[src/rtl/spi_main.sv]
// spi_main: SPI master cycling each slave through KEY -> WRITE -> READ transactions.
// cs_n uses the literal encoding 2'b10 when slave 0 is selected and 2'b01 for slave 1.
module spi_main #(
  parameter int FRAME_KEY = 258,
  parameter int FRAME_BLK = 128
) (
  input  logic                 clk,
  input  logic                 rst_n,
  input  logic                 start,
  input  logic                 sel,
  input  logic [0:FRAME_KEY-1] tx,
  input  logic [0:1]           miso,
  output logic [0:FRAME_BLK-1] rx,
  output logic [0:1]           cs_n,
  output logic                 sclk,
  output logic                 mosi,
  output logic                 done
);
  typedef enum logic [2:0] {IDLE, SETUP, SHIFT_HI, SHIFT_LO, FINISH} state_t;
  localparam logic [1:0] PH_KEY = 2'd0, PH_READ = 2'd2;
  localparam int PAD = FRAME_KEY - FRAME_BLK;
  state_t state, state_nx;
  logic [1:0] phase [0:1];
  logic [1:0] ph;
  logic sel_l;
  logic [0:FRAME_KEY-1] shreg;
  logic [0:FRAME_BLK-1] rxsr;
  logic [8:0] cnt, n_bits;
  logic more, load, rise, fall, fin;
  always_ff @(posedge clk or negedge rst_n)
    if (!rst_n) state <= IDLE;
    else state <= state_nx;
  assign n_bits = (ph == PH_KEY) ? 9'(FRAME_KEY) : 9'(FRAME_BLK);
  assign more = cnt != n_bits;
  always_comb begin
    state_nx = state;
    case (state)
      IDLE:     state_nx = start ? SETUP : IDLE;
      SETUP:    state_nx = SHIFT_HI;
      SHIFT_HI: state_nx = SHIFT_LO;
      SHIFT_LO: state_nx = more ? SHIFT_HI : FINISH;
      default:  state_nx = IDLE;
    endcase
  end
  always_comb begin
    load = state == IDLE && start;
    rise = state == SETUP || (state == SHIFT_LO && more);
    fall = state == SHIFT_HI;
    fin  = state == SHIFT_LO && !more;
  end
  // Registered outputs and datapath, strobed by the FSM controls above.
  always_ff @(posedge clk or negedge rst_n)
    if (!rst_n) begin
      cs_n <= 2'b11;
      sclk <= 1'b0;
      mosi <= 1'b0;
      done <= 1'b0;
      rx <= '0;
      rxsr <= '0;
      shreg <= '0;
      cnt <= '0;
      sel_l <= 1'b0;
      ph <= PH_KEY;
      phase[0] <= PH_KEY;
      phase[1] <= PH_KEY;
    end else begin
      if (load) begin
        sel_l <= sel;
        ph <= phase[sel];
        done <= 1'b0;
        cnt <= '0;
        cs_n <= sel ? 2'b01 : 2'b10;
        shreg <= (phase[sel] == PH_KEY) ? tx :
                 (phase[sel] == PH_READ) ? '0 : {tx[PAD:FRAME_KEY-1], {PAD{1'b0}}};
        mosi <= (phase[sel] == PH_KEY) ? tx[0] :
                (phase[sel] == PH_READ) ? 1'b0 : tx[PAD];
      end
      if (rise) begin
        sclk <= 1'b1;
        rxsr <= {rxsr[1:FRAME_BLK-1], miso[sel_l]};
      end
      if (fall) begin
        sclk <= 1'b0;
        mosi <= shreg[1];
        shreg <= shreg << 1;
        cnt <= cnt + 9'd1;
      end
      if (fin) begin
        cs_n <= 2'b11;
        mosi <= 1'b0;
        done <= 1'b1;
        if (ph == PH_READ) rx <= rxsr;
        phase[sel_l] <= (ph == PH_READ) ? PH_KEY : ph + 2'd1;
      end
    end
endmodule

[config.mk]
export PLATFORM = sky130hd
export DESIGN_NAME = spi_main
export DESIGN_NICKNAME = d
export VERILOG_FILES = /design/src/rtl/spi_main.sv
export SDC_FILE = /design/constraint.sdc
export NUM_CORES = 1
export LEC_CHECK = 0
export CORE_AREA = 2 2 257 183
export CTS_CLUSTER_DIAMETER = 30
export CTS_CLUSTER_SIZE = 40
export DETAILED_ROUTE_END_ITERATION = 10
export DIE_AREA = 0 0 259 185
export GPL_TIMING_DRIVEN = 0
export PLACE_DENSITY = 0.76
export SYNTH_ARGS = -nofsm -noshare
export SYNTH_HDL_FRONTEND = slang
export SYNTH_SLANG_ARGS = --single-unit
[constraint.sdc]
create_clock -name clk -period 2.97 [get_ports clk]
set_clock_uncertainty 0.15 [all_clocks]
set_input_delay 0.891 -clock clk [delete_from_list [all_inputs] [get_ports clk]]
set_output_delay 0.891 -clock clk [all_outputs]
set_load 0.05 [all_outputs]
Word level (Yosys, flattened, before mapping)
Index checks and enable logic that the tools add are counted.
{"block": "totals", "ff_bits": 537, "inputBits": 264, "output_inout_bits": 133, "word_cells": 72}
{"block": "classes", "n_addsub": 2, "n_lt_le_gt_ge": 3, "eq_ne": 6, "muxes": 32, "bitwise": 2, "reduce_logical": 14}
{"cell": "$mux W257", "n": 4}
{"cell": "$mux W9", "n": 3}
{"cell": "$mux W2", "n": 8}
{"cell": "$mux W1", "n": 13}
{"cell": "$pmux W3 S4", "n": 1}
{"cell": "$add A9 B1 Y9 const B", "n": 1}
{"cell": "$ne A9 B9 Y1", "n": 1}
{"cell": "$eq A3 B2 Y1 const B", "n": 2}
{"cell": "$reduce_bool A2 Y1", "n": 3}
{"cell": "$bwmux W4", "n": 1}
{"cell": "$eq A2 B2 Y1 const B", "n": 2}
{"cell": "$ge A2 B2 Y1 const B", "n": 2}
{"cell": "$logic_and A1 B1 Y1", "n": 4}
{"cell": "$logic_not A2 Y1", "n": 2}
{"cell": "$not A1 Y2", "n": 2}
{"cell": "$eq A3 B1 Y1 const B", "n": 1}
{"cell": "$logic_not A3 Y1", "n": 1}
{"cell": "$mux W3", "n": 1}
{"cell": "$reduce_bool A3 Y1", "n": 1}
{"cell": "$add A2 B1 Y2 const B", "n": 1}
{"cell": "$demux W2 S1", "n": 1}
{"cell": "$lt A2 B1 Y1 const B", "n": 1}
{"cell": "$reduce_and A2 Y1", "n": 1}
{"cell": "$logic_not A1 Y1", "n": 1}
{"cell": "$logic_or A1 B1 Y1", "n": 1}

Logic depth before layout (Yosys ltp)
{"block": "depth", "word_depth": 10, "mapped_depth": 7, "mapped_depth_nobuf": 5}

Least setup slack after synthesis
No wires, ideal clock.
{"block": "synth_timing", "path_type": "input-to-reg", "startpoint": "input port start", "endpoint": "register shreg[100] (netlist name)", "setup_time_ns": 0.127, "arrival_ns": 2.065, "t_required_ns": 2.693, "setup_slack_ns": 0.628, "cell_stages": 6, "n_path_buf": 3, "path_cell_list": "or4b_1 clkbuf_1 clkbuf_1 buf_2 a221oi_1 nor2_1"}
{"block": "synth_via", "elab_chain_len": 2}
{"element": "start, declared", "line": "9", "rtl": "input logic start,"}
{"element": "$logic_and A1 B1 Y1", "line": "46", "rtl": "load = state == IDLE && start;"}
{"element": "$reduce_bool A2 Y1 (no source line)"}
{"element": "end signal, assigned", "line": "73", "rtl": "shreg <= (phase[sel] == PH_KEY) ? tx :"}
{"element": "end signal, assigned", "line": "85", "rtl": "shreg <= shreg << 1;"}
{"element": "end, declared", "line": "26", "rtl": "logic [0:FRAME_KEY-1] shreg;"}
Every way passes these cells.
A chain may end at the register's enable or synchronous reset.

Final worst setup path
{"block": "layout_timing", "startpoint": "register rx[120] (netlist name)", "endpoint": "output port rx[120] (netlist name)"}
{"element": "start, declared", "line": "13", "rtl": "output logic [0:FRAME_BLK-1] rx,"}
{"element": "start signal, assigned", "line": "92", "rtl": "if (ph == PH_READ) rx <= rxsr;"}
No word-level cell between the ends.

==> reports/metrics.yaml <==
route:
  final_antenna_net_count: 0
  vias_per_cell: 5.664
  num_vias: 16880
  wirelength_mm: 61.68
  wl_per_cell_um: 20.70
  first_iter_violations: 1406
  dr.pass1.iters: 5
  drt_drc_violations_left: 0
floorplanning:
  die_w_um: 259
  rows: 66
  die_h_um: 185
  die_area_um2: 47920
  start_util: 0.4938
  core_area_um2: 45670
  io_pins: 397
synthesis:
  yosysUniqueCellTypes: 43
  seq_area_frac_synth: 0.5960
  async_flop_share: 1.000
  synth_cells: 1783
  yosys_most_used_dff: "dfrtp_1"
  syn_avg_cell_area_um2: 12.65
  syn-num-nets: 2048
  yosysWarnings: 0
  yosys_register_bits: 537
  synth-edff-count: 0
  syn_area_um2: 22550
setup_path:
  slowest_delay_ps: 840
  crit_buf_inv: 1
  reg2regPathDepth: 6
  worstReg2RegStart: "state[1]$_DFF_PN0_"
  cp_data_arrival_time_ps: 1880
  path_max_fanout: 2
  cp.depth: 1
  crit_slowest_cell: "clkdlybuf4s50_1"
  r2r_end: "shreg[50]$_DFFE_PN0P_"
  worstSetupStartpointType: "flop"
  required_ps: 1930
  cp-end-kind: "output port"
  worstPathCellList: "clkdlybuf4s50_1"
  rrSetupSlack_ps: 150
  crit_family: "buffers and inverters"
  path_class: "flop to output port"
clock_tree:
  cts_hold_buf: 0
  cts_tree: "yes"
  cts_buffers: 92
  h-tree-depth: 3
  clkSlewWorstSetupHoldPaths_ps: 50
  clk_latency_ps: 650
  clockRootBuffer: "clkbuf_16"
  post_cts.repair.setup_buffers: 0
  clkSinkCount: 537
  clk_path_buf_depth: 3
power:
  p_per_area_nw_per_um2: 960.1
  ir_drop_v: 0.0004640
  combPwrFrac: 0.273
  power_frac_seq: 0.354
  power_frac_clock: 0.373
  power_switching_uw: 10010
  internal_power_uw: 19520
  leakage_uw: 0.01392
  total_power_uw: 29530
  switching_share: 0.3389
global_route:
  grt_pass1_vias: 17332
  grt_usage: 0.2558
  grt_pass1_wl_mm: 95.18
  grt_remaining_overflow: 0
  antenna_found_initial: 14
  grt_max_degree: 130
final_layout:
  num-nets-final: 2542
  area_delta_synth_final_pct: 36.41
  postLayoutCoreUtil: 0.6736
  drive_gt1_frac: 0.2213
sta:
  timing.final.crit_share: 0.9825
  finalMaxSlewViolations: 0
  setup_viol: 0
  tightest_slew_ps: 897.3
  slew_headroom: 0.4018
  finalHoldViolations: 0
  hold_slack_ps: 125.6
  fin_crit_ps: 2918
  timing.fmax_mhz: 342.7
place:
  dp_hpwl_mm: 42.19
  globalplace.congestion: 0.8723
  port_buffers: 396
outcome:
  status: "complete, no violations"
flow_run:
  cap_violations: 0
min_path:
  hold_path_class: "primary input to asynchronous set/reset pin"
## registers in the layout, indices dropped and copies added, names as in the netlist
register / flops
ph: 2
done: 1
phase: 4
mosi: 1
cs_n: 2
rxsr: 128
rx: 128
sclk: 1
state: 3
sel_l: 1
cnt: 9
shreg: 257
## routing by layer
layer	track usage	routed length, um
met4	0.1098	2397
met3	0.05597	3674
met2	0.4097	29230
met1	0.3384	26350
met5	0	31
## how the worst max path moves through the flow
| stage | startpoint | to | slack, ps |
|---|---|---|---|
| finish | rx[120]$_DFFE_PN0P_ | rx[120] | 50 |
| global route | start | shreg[91]$_DFFE_PN0P_ | -7 |
| CTS | rx[120]$_DFFE_PN0P_ | rx[120] | 7 |
| detailed placement | start | shreg[140]$_DFFE_PN0P_ | -800 |
| global placement | rst_n | shreg[179]$_DFFE_PN0P_ | -21700 |
| floorplan | start | shreg[100]$_DFFE_PN0P_ | 630 |
## per-stage QoR
step / cell area [um2] / instances / setup TNS, ps / setup slack [ps]
final: 30760 / 2980 / 0 / 51.92
after global routing: 30760 / 2978 / -7.032 / -7.032
after CTS: 30720 / 2966 / 0 / 7.159
after detailed placement: 27400 / 2795 / -142130 / -796.7
after global placement: 27280 / 2791 / - / -21700
after floorplan: 22550 / 1783 / 0 / 628.2
## layout make-up
class | instances | area [um2]
sequential | 537 | 13440
timing repair buffer | 400 | 4078
multi-input combinational | 1102 | 8254
antenna | 14 | 35.03
buffer | 143 | 863.3
clock inverter | 64 | 863.3
fill | 3201 | 14900
tap | 612 | 765.7
clock buffer | 107 | 2459
inverter | 1 | 3.754
## power by group through the flow
stage	sequential [uW]	combinational [uW]	clock (uW)
CTS	10400	8050	11100
detailed placement	10500	7930	0
global placement	10400	7560	0
finish	10500	8060	11000
global route	10600	8910	11500
floorplan	10200	5560	0
## cells by family after synthesis
family	count (synthesis)	share of synthesized area
fa+ha+maj	1	0.0005548
mux	270	0.1549
flops	537	0.5960
compound gates	395	0.1313
simple gates	436	0.07890
buf+inv	144	0.03834
## synth_stat cells, types with 3 or more instances
cell type / number / area (um2)
nand2b_1: 3 / 18.77
buf_4: 10 / 75.07
clkbuf_1: 64 / 240.2
nor2_1: 130 / 488.0
mux2_1: 9 / 101.4
mux2_2: 133 / 1498
o21ai_0: 5 / 25.02
o22ai_1: 128 / 800.8
mux2_4: 120 / 1802
a22oi_1: 129 / 968.4
buf_12: 13 / 260.3
nand3_1: 4 / 20.02
a221oi_1: 128 / 1121
mux2i_1: 7 / 70.07
buf_2: 54 / 270.3
nand2_1: 278 / 1044
dfrtp_1: 535 / 13390
## what timing repair did
item,in CTS,in global routing
pin swaps,0,0
cloned,0,0
gates resized for setup,5,4
setup endpoints to repair,77,12
## cell usage in the layout (no fill, tap or decap), types with 2 or more instances in the layout
| master | synthesis | final |
|---|---|---|
| mux2_1 | 9 | 9 |
| clkbuf_16 | 0 | 92 |
| bufinv_16 | 0 | 12 |
| buf_4 | 10 | 10 |
| nand2_1 | 278 | 278 |
| clkinv_2 | 0 | 10 |
| clkbuf_1 | 64 | 67 |
| buf_2 | 54 | 54 |
| nand3_1 | 4 | 4 |
| clkdlybuf4s50_1 | 0 | 391 |
| dlygate4sd2_1 | 0 | 3 |
| o21ai_0 | 5 | 5 |
| nor2_1 | 130 | 129 |
| mux2i_1 | 7 | 7 |
| dfrtp_1 | 535 | 535 |
| inv_6 | 0 | 5 |
| clkbuf_2 | 0 | 2 |
| dfstp_2 | 2 | 2 |
| buf_12 | 13 | 13 |
| clkinv_16 | 0 | 4 |
| mux2_4 | 120 | 120 |
| a22o_1 | 2 | 2 |
| clkinv_4 | 0 | 13 |
| a221oi_1 | 128 | 127 |
| nand2b_1 | 3 | 3 |
| and4_1 | 2 | 2 |
| or3b_2 | 2 | 2 |
| nor3b_2 | 2 | 2 |
| buf_16 | 0 | 4 |
| clkbuf_8 | 0 | 10 |
| a22oi_1 | 129 | 129 |
| nor3_1 | 2 | 2 |
| nor4_4 | 2 | 2 |
| mux2_2 | 133 | 133 |
| o22ai_1 | 128 | 128 |
| diode_2 | 0 | 14 |
| clkinvlp_4 | 0 | 17 |
Power figures use the tool's default switching activity.
